$ cat config.mk
export PLATFORM = sky130hd
export DESIGN_NAME = mul_ctrl
export DESIGN_NICKNAME = d
export VERILOG_FILES = /design/src/rtl/mul_pkg.sv /design/src/rtl/mul_ctrl_booth.sv /design/src/rtl/mul_ctrl.sv
export SDC_FILE = /design/constraint.sdc
export NUM_CORES = 2
export LEC_CHECK = 0
export BUFFER_PORTS_ARGS = -buffer_cell sky130_fd_sc_hd__clkbuf_2
export CAP_MARGIN = 15
export CORE_MARGIN = 2
export CORE_UTILIZATION = 25
export CTS_BUF_LIST = sky130_fd_sc_hd__clkbuf_2 sky130_fd_sc_hd__clkbuf_4 sky130_fd_sc_hd__clkbuf_8
export DETAILED_ROUTE_END_ITERATION = 7
export GPL_ROUTABILITY_DRIVEN = 0
export HOLD_SLACK_MARGIN = 0.05
export SYNTH_ARGS = -nofsm -noshare
export SYNTH_HDL_FRONTEND = slang
export SYNTH_SLANG_ARGS = --single-unit
$ cat constraint.sdc
create_clock -name clk -period 18.1 [get_ports clk]
set_input_delay 1.81 -clock clk [delete_from_list [all_inputs] [get_ports clk]]
set_output_delay 1.81 -clock clk [all_outputs]
set_load 0.02 [all_outputs]
$ cat src/rtl/mul_pkg.sv
// mul_pkg: shared definitions for the RV32M multiply sequencer.
//   op_e      : funct3[1:0] encodings of the multiply ops
//   state_e   : sequencer FSM states
//   ROWS      : Booth partial-product rows for a 33x33-bit product
//   ACC_CYCLES: accumulate cycles needed to sum all rows
package mul_pkg;

   typedef enum logic [1:0] {
      OpMul    = 2'b00,
      OpMulh   = 2'b01,
      OpMulhsu = 2'b10,
      OpMulhu  = 2'b11
   } op_e;

   typedef enum logic [1:0] {
      StIdle = 2'b00,
      StAcc  = 2'b01,
      StFin  = 2'b10,
      StDone = 2'b11
   } state_e;

   localparam int unsigned ROWS       = 17;
   localparam int unsigned ACC_CYCLES = 5;
   localparam int unsigned RIDX_W     = 3;

   // Booth encoding treats both operands as signed except for MULHU.
   // MULHSU is fixed up afterwards by the sign correction in FIN.
   function automatic logic booth_signed(op_e op);
      return op != OpMulhu;
   endfunction

endpackage

$ cat src/rtl/mul_ctrl_booth.sv
// mul_ctrl_booth: radix-4 Booth partial-product generator, 17 rows.
//   mcand_i  : multiplicand (rs1)
//   mplier_i : multiplier (rs2)
//   signed_i : 1 = treat both operands as signed, 0 = unsigned
//   pp_o[r]  : row r, already shifted left by 2r, one's-complemented when negative
//   neg_o[r] : row r is negative; the +1 completing the negation is added at bit 2r
// Sum over r of pp_o[r] + (neg_o[r] << 2r) equals the full product mod 2^64.
module mul_ctrl_booth
   import mul_pkg::*;
(
   input  logic [31:0]              mcand_i,
   input  logic [31:0]              mplier_i,
   input  logic                     signed_i,
   output logic [ROWS-1:0][63:0]    pp_o,
   output logic [ROWS-1:0]          neg_o
);

   logic [63:0] x_ext;
   logic [34:0] y_ext;   // {ext, ext, mplier, implicit 0 below bit 0}
   logic [2:0]  bits;
   logic [63:0] mag;

   always_comb begin
      x_ext = {{32{signed_i & mcand_i[31]}}, mcand_i};
      y_ext = {{2{signed_i & mplier_i[31]}}, mplier_i, 1'b0};
      bits  = '0;
      mag   = '0;
      pp_o  = '0;
      neg_o = '0;
      for (int r = 0; r < int'(ROWS); r++) begin
         bits = y_ext[2*r+2 -: 3];
         unique case (bits)
            3'b001, 3'b010, 3'b101, 3'b110: mag = x_ext;
            3'b011, 3'b100:                 mag = x_ext << 1;
            default:                        mag = '0;
         endcase
         neg_o[r] = bits[2] & ~(bits[1] & bits[0]);
         pp_o[r]  = (neg_o[r] ? ~mag : mag) << (2 * r);
      end
   end

endmodule

$ cat src/rtl/mul_ctrl.sv
// mul_ctrl: multi-cycle sequencer for the RV32M multiply unit.
// Accepts one request, accumulates 17 Booth rows four per cycle into a 64-bit
// accumulator, applies the MULHSU correction and returns the selected half.
//   clk, rst         : clock, asynchronous active-high reset
//   in_valid/in_ready: request handshake; in_op/in_rs1/in_rs2/in_tag sampled on accept
//   flush            : abort any in-flight operation and drop a pending result
//   out_valid/ready  : result handshake; out_data/out_tag registered
//   busy             : controller is not idle
module mul_ctrl
   import mul_pkg::*;
#(
   parameter int unsigned TAG_W        = 5,
   parameter int unsigned ROWS_PER_CYC = 4
) (
   input  logic             clk,
   input  logic             rst,
   input  logic             in_valid,
   output logic             in_ready,
   input  logic [1:0]       in_op,
   input  logic [31:0]      in_rs1,
   input  logic [31:0]      in_rs2,
   input  logic [TAG_W-1:0] in_tag,
   input  logic             flush,
   output logic             out_valid,
   input  logic             out_ready,
   output logic [31:0]      out_data,
   output logic [TAG_W-1:0] out_tag,
   output logic             busy
);

   state_e              state_q;
   op_e                 op_q;
   logic [31:0]         rs1_q;
   logic [31:0]         rs2_q;
   logic [TAG_W-1:0]    tag_q;
   logic [63:0]         acc_q;
   logic [RIDX_W-1:0]   row_idx_q;

   logic [ROWS-1:0][63:0] pp;
   logic [ROWS-1:0]       neg;
   logic [63:0]           row_sum;
   logic [4:0]            row_sel;
   logic [63:0]           fin_acc;
   logic [31:0]           fin_sel;
   logic                  accept;

   mul_ctrl_booth u_booth (
      .mcand_i  (rs1_q),
      .mplier_i (rs2_q),
      .signed_i (booth_signed(op_q)),
      .pp_o     (pp),
      .neg_o    (neg)
   );

   assign in_ready = (state_q == StIdle) || ((state_q == StDone) && out_ready);
   assign busy     = (state_q != StIdle);
   assign accept   = in_valid && in_ready && !flush;

   // Sum of the rows selected by row_idx_q; rows past 16 contribute nothing.
   always_comb begin
      row_sum = '0;
      row_sel = '0;
      for (int j = 0; j < int'(ROWS_PER_CYC); j++) begin
         row_sel = 5'(32'(row_idx_q) * ROWS_PER_CYC + 32'(j));
         if (32'(row_sel) < ROWS) begin
            row_sum = row_sum + pp[row_sel] + (64'(neg[row_sel]) << {row_sel, 1'b0});
         end
      end
   end

   // Signed x signed -> signed x unsigned: add rs1 * 2^32 when rs2 is "negative".
   always_comb begin
      fin_acc = acc_q;
      if ((op_q == OpMulhsu) && rs2_q[31]) begin
         fin_acc = acc_q + {rs1_q, 32'h0};
      end
      fin_sel = (op_q == OpMul) ? fin_acc[31:0] : fin_acc[63:32];
   end

   always_ff @(posedge clk or posedge rst) begin
      if (rst) begin
         state_q   <= StIdle;
         op_q      <= OpMul;
         rs1_q     <= '0;
         rs2_q     <= '0;
         tag_q     <= '0;
         acc_q     <= '0;
         row_idx_q <= '0;
         out_valid <= 1'b0;
         out_data  <= '0;
         out_tag   <= '0;
      end else begin
         if (accept) begin
            op_q      <= op_e'(in_op);
            rs1_q     <= in_rs1;
            rs2_q     <= in_rs2;
            tag_q     <= in_tag;
            acc_q     <= '0;
            row_idx_q <= '0;
         end
         unique case (state_q)
            StIdle: begin
               if (accept) state_q <= StAcc;
            end
            StAcc: begin
               if (flush) begin
                  state_q <= StIdle;
               end else begin
                  acc_q     <= acc_q + row_sum;
                  row_idx_q <= row_idx_q + 1'b1;
                  if (row_idx_q == RIDX_W'(ACC_CYCLES - 1)) state_q <= StFin;
               end
            end
            StFin: begin
               if (flush) begin
                  state_q <= StIdle;
               end else begin
                  out_data  <= fin_sel;
                  out_tag   <= tag_q;
                  out_valid <= 1'b1;
                  state_q   <= StDone;
               end
            end
            StDone: begin
               // A transfer with out_ready high still completes under flush.
               if (flush) begin
                  out_valid <= 1'b0;
                  state_q   <= StIdle;
               end else if (out_ready) begin
                  out_valid <= 1'b0;
                  state_q   <= accept ? StAcc : StIdle;
               end
            end
            default: state_q <= StIdle;
         endcase
      end
   end

endmodule

==> results.yml <==
critical_path:
  critPathMaxStageDelay_ps: 790
  arrival_ps: 16360
  crit_path_frequent_cell: "ha_1"
  crit_slowest_cell: "clkinv_1"
  critical_path_class: "reg2reg"
  cp-end-kind: "register"
  critPathRequiredTime_ps: 18630
  start_kind: "register"
  crit_fanout: 57
timing:
  relSlewSlack_pct: 24.8
  finalCritPeriodShare_pct: 87.4
  hold_viol: 0
  timing.fmax_mhz: 63.2
  hold_ws_ps: 477
  setup_viol: 0
  finalCriticalPeriod_ps: 15830
  finalMaxSlewViolations: 0
  setup_tns_ps: 0
  skew_ps: 43.1
  worst_pin_slew_ps: 1130
  rsz0062_at_grt: "no"
die:
  die_y_um: 423
  start_util_pct: 25.2
  core_area_um2: 174000
  row_count: 153
  die_x_um: 423
  dieArea_um2: 179000
  ios: 116
clock_network:
  cts_resized: 0
  cts_tree: "built"
  clk_latency_ps: 640
  holdBufCountCts: 0
  cts_buffer_depth: 2
  path_clk_slew_ps: 110
  clock_sinks: 178
  cts_setup_buffers: 0
  h-tree-depth: 4
  cts-root-buf: "clkbuf_8"
  cts_inserted_buffers: 17
synthesis:
  muxShareOfSynthArea_pct: 0.703
  synth_common_cells: "nand2_1, a21oi_1, o21ai_0, nor2_1, ha_1"
  yosys_warnings: 0
  synth_edf_count: 0
  synth_most_common_cell: "nand2_1"
  ys_types: 101
  synth_top_family_by_area: "compound AO/OA/AOI/OAI gates"
  synth-compound-area-share_pct: 34.4
  synthAdderAreaFrac_pct: 13.7
  syn_inst: 6348
  yosys.area_share.xor_xnor_pct: 15.9
  synth_area_per_cell_um2: 6.92
  synthSimpleGateAreaFrac_pct: 18.4
  yosysTopAreaCell: "ha_1"
  yosys_most_used_dff: "dfrtp_1"
  ys_top_cells_by_area: "ha_1, dfrtp_1, xor2_1"
  ys_seq_elements: 178
  seq_area_frac_synth_pct: 10.1
  synth_top_cell_area_share_pct: 12.9
  syn_area_um2: 43900
  synthArstFlopShare_pct: 100
final_layout:
  drive_above_1_share_pct: 7.15
  nNetsFinal: 6551
  area_growth_pct: 6.26
  fillers: 19100
detailed_routing:
  drc: 1
  drt_iter0_drc: 7318
  antenna_left: 0
  drt-total-wl_mm: 197
  avgRoutedWirePerCell_um: 23.7
  vias: 49500
  routed_via_density: 5.93
  dr.pass1.iters: 8
global_route:
  antenna_found_initial: 12
  grt_overflow: 0
  grt_pass1_wl_mm: 295
  first_global_vias: 46100
  grt_max_degree: 127
  track_usage_pct: 21.1
run:
  cap_violations: 0
status:
  status: "finished, violations left"
  violations: "DRC"
place:
  numPortBuffers: 115
  dp_hpwl_mm: 137
min_path:
  min_path_type: "reg2reg"
through the flow:
step	instances	setup WS, ps	cell area (um^2)	utilization (%)
floorplan	6351	4570	43900	-
global placement	8307	3030	46300	26.6
detailed placement	8308	2780	46300	26.6
CTS	8340	2720	46700	26.8
global route	8341	1290	46700	26.8
finish	8343	2270	46700	26.8
layer usage:
layer  wire length (um)  track usage, %  share of wire (%)
met5                 63               0              0.032
met4              13200            12.0                6.7
met1              79500            28.0                 40
met3              24400            5.31                 12
met2              80300            30.8                 41
cell type report:
type,count,area [um^2],area share (%)
Tap cell,2325,2910,6.23
Sequential cell,178,4520,9.69
Multi-Input combinational cell,5419,36700,78.6
Inverter,131,499,1.07
Timing Repair Buffer,256,1630,3.49
Clock buffer,17,234,0.501
Clock inverter,15,168,0.359
Antenna cell,2,5.00,0.0107
registers in the layout (all words and copies together) (netlist names):
name and flops:
row_idx_q 3, acc_q 64, tag_q 5, op_q 2, out_tag 5, rs1_q 32
out_data 32, out_valid 1, state_q 2, rs2_q 32
worst paths after layout:
kind,depth (start not counted),slack (ps),to,from
setup / recovery,58,2270,acc_q[63],rs2_q[1]
hold / removal,2,480,out_tag[3],tag_q[3]
setup reg to reg,58,2270,acc_q[63],rs2_q[1]
hold reg to reg,2,480,out_tag[3],tag_q[3]
max in group asynchronous,3,15410,rs1_q[10],rst
min in group asynchronous,2,1330,acc_q[2],rst
critical path: cells and delay by family (launching register included):
kind | cells | cell delay [ps]
DFF | 1 | 350
adders and majority gates | 8 | 3210
AOI/OAI and AO/OA | 26 | 6690
and+or+nand+nor | 15 | 2680
xor gates and xnor gates | 4 | 650
muxes | 2 | 760
buffers and inverters | 3 | 1410
cell usage in the layout (no fill, tap or decap), types with 139 or more instances in the layout:
cell type    n
o21ai_0    546
nor2_1     491
xor2_1     405
ha_1       454
a22oi_1    197
xnor2_1    378
a21oi_1    582
a21o_1     191
nand2_1    757
buf_4      139
cells by family (layout without fill, tap and decap cells):
kind of cell	Yosys count	in the layout
AO/OA/AOI/OAI	2330	2330
XOR/XNOR	794	794
adder cells (fa/ha/maj)	472	472
buffers and inverters	754	419
flip-flops	178	178
multiplexers	24	24
other	2	7
AND/OR/NAND/NOR	1794	1794
Power is not shown: default switching activity piles up to over one toggle a cycle in this logic, so the estimate is an artifact.
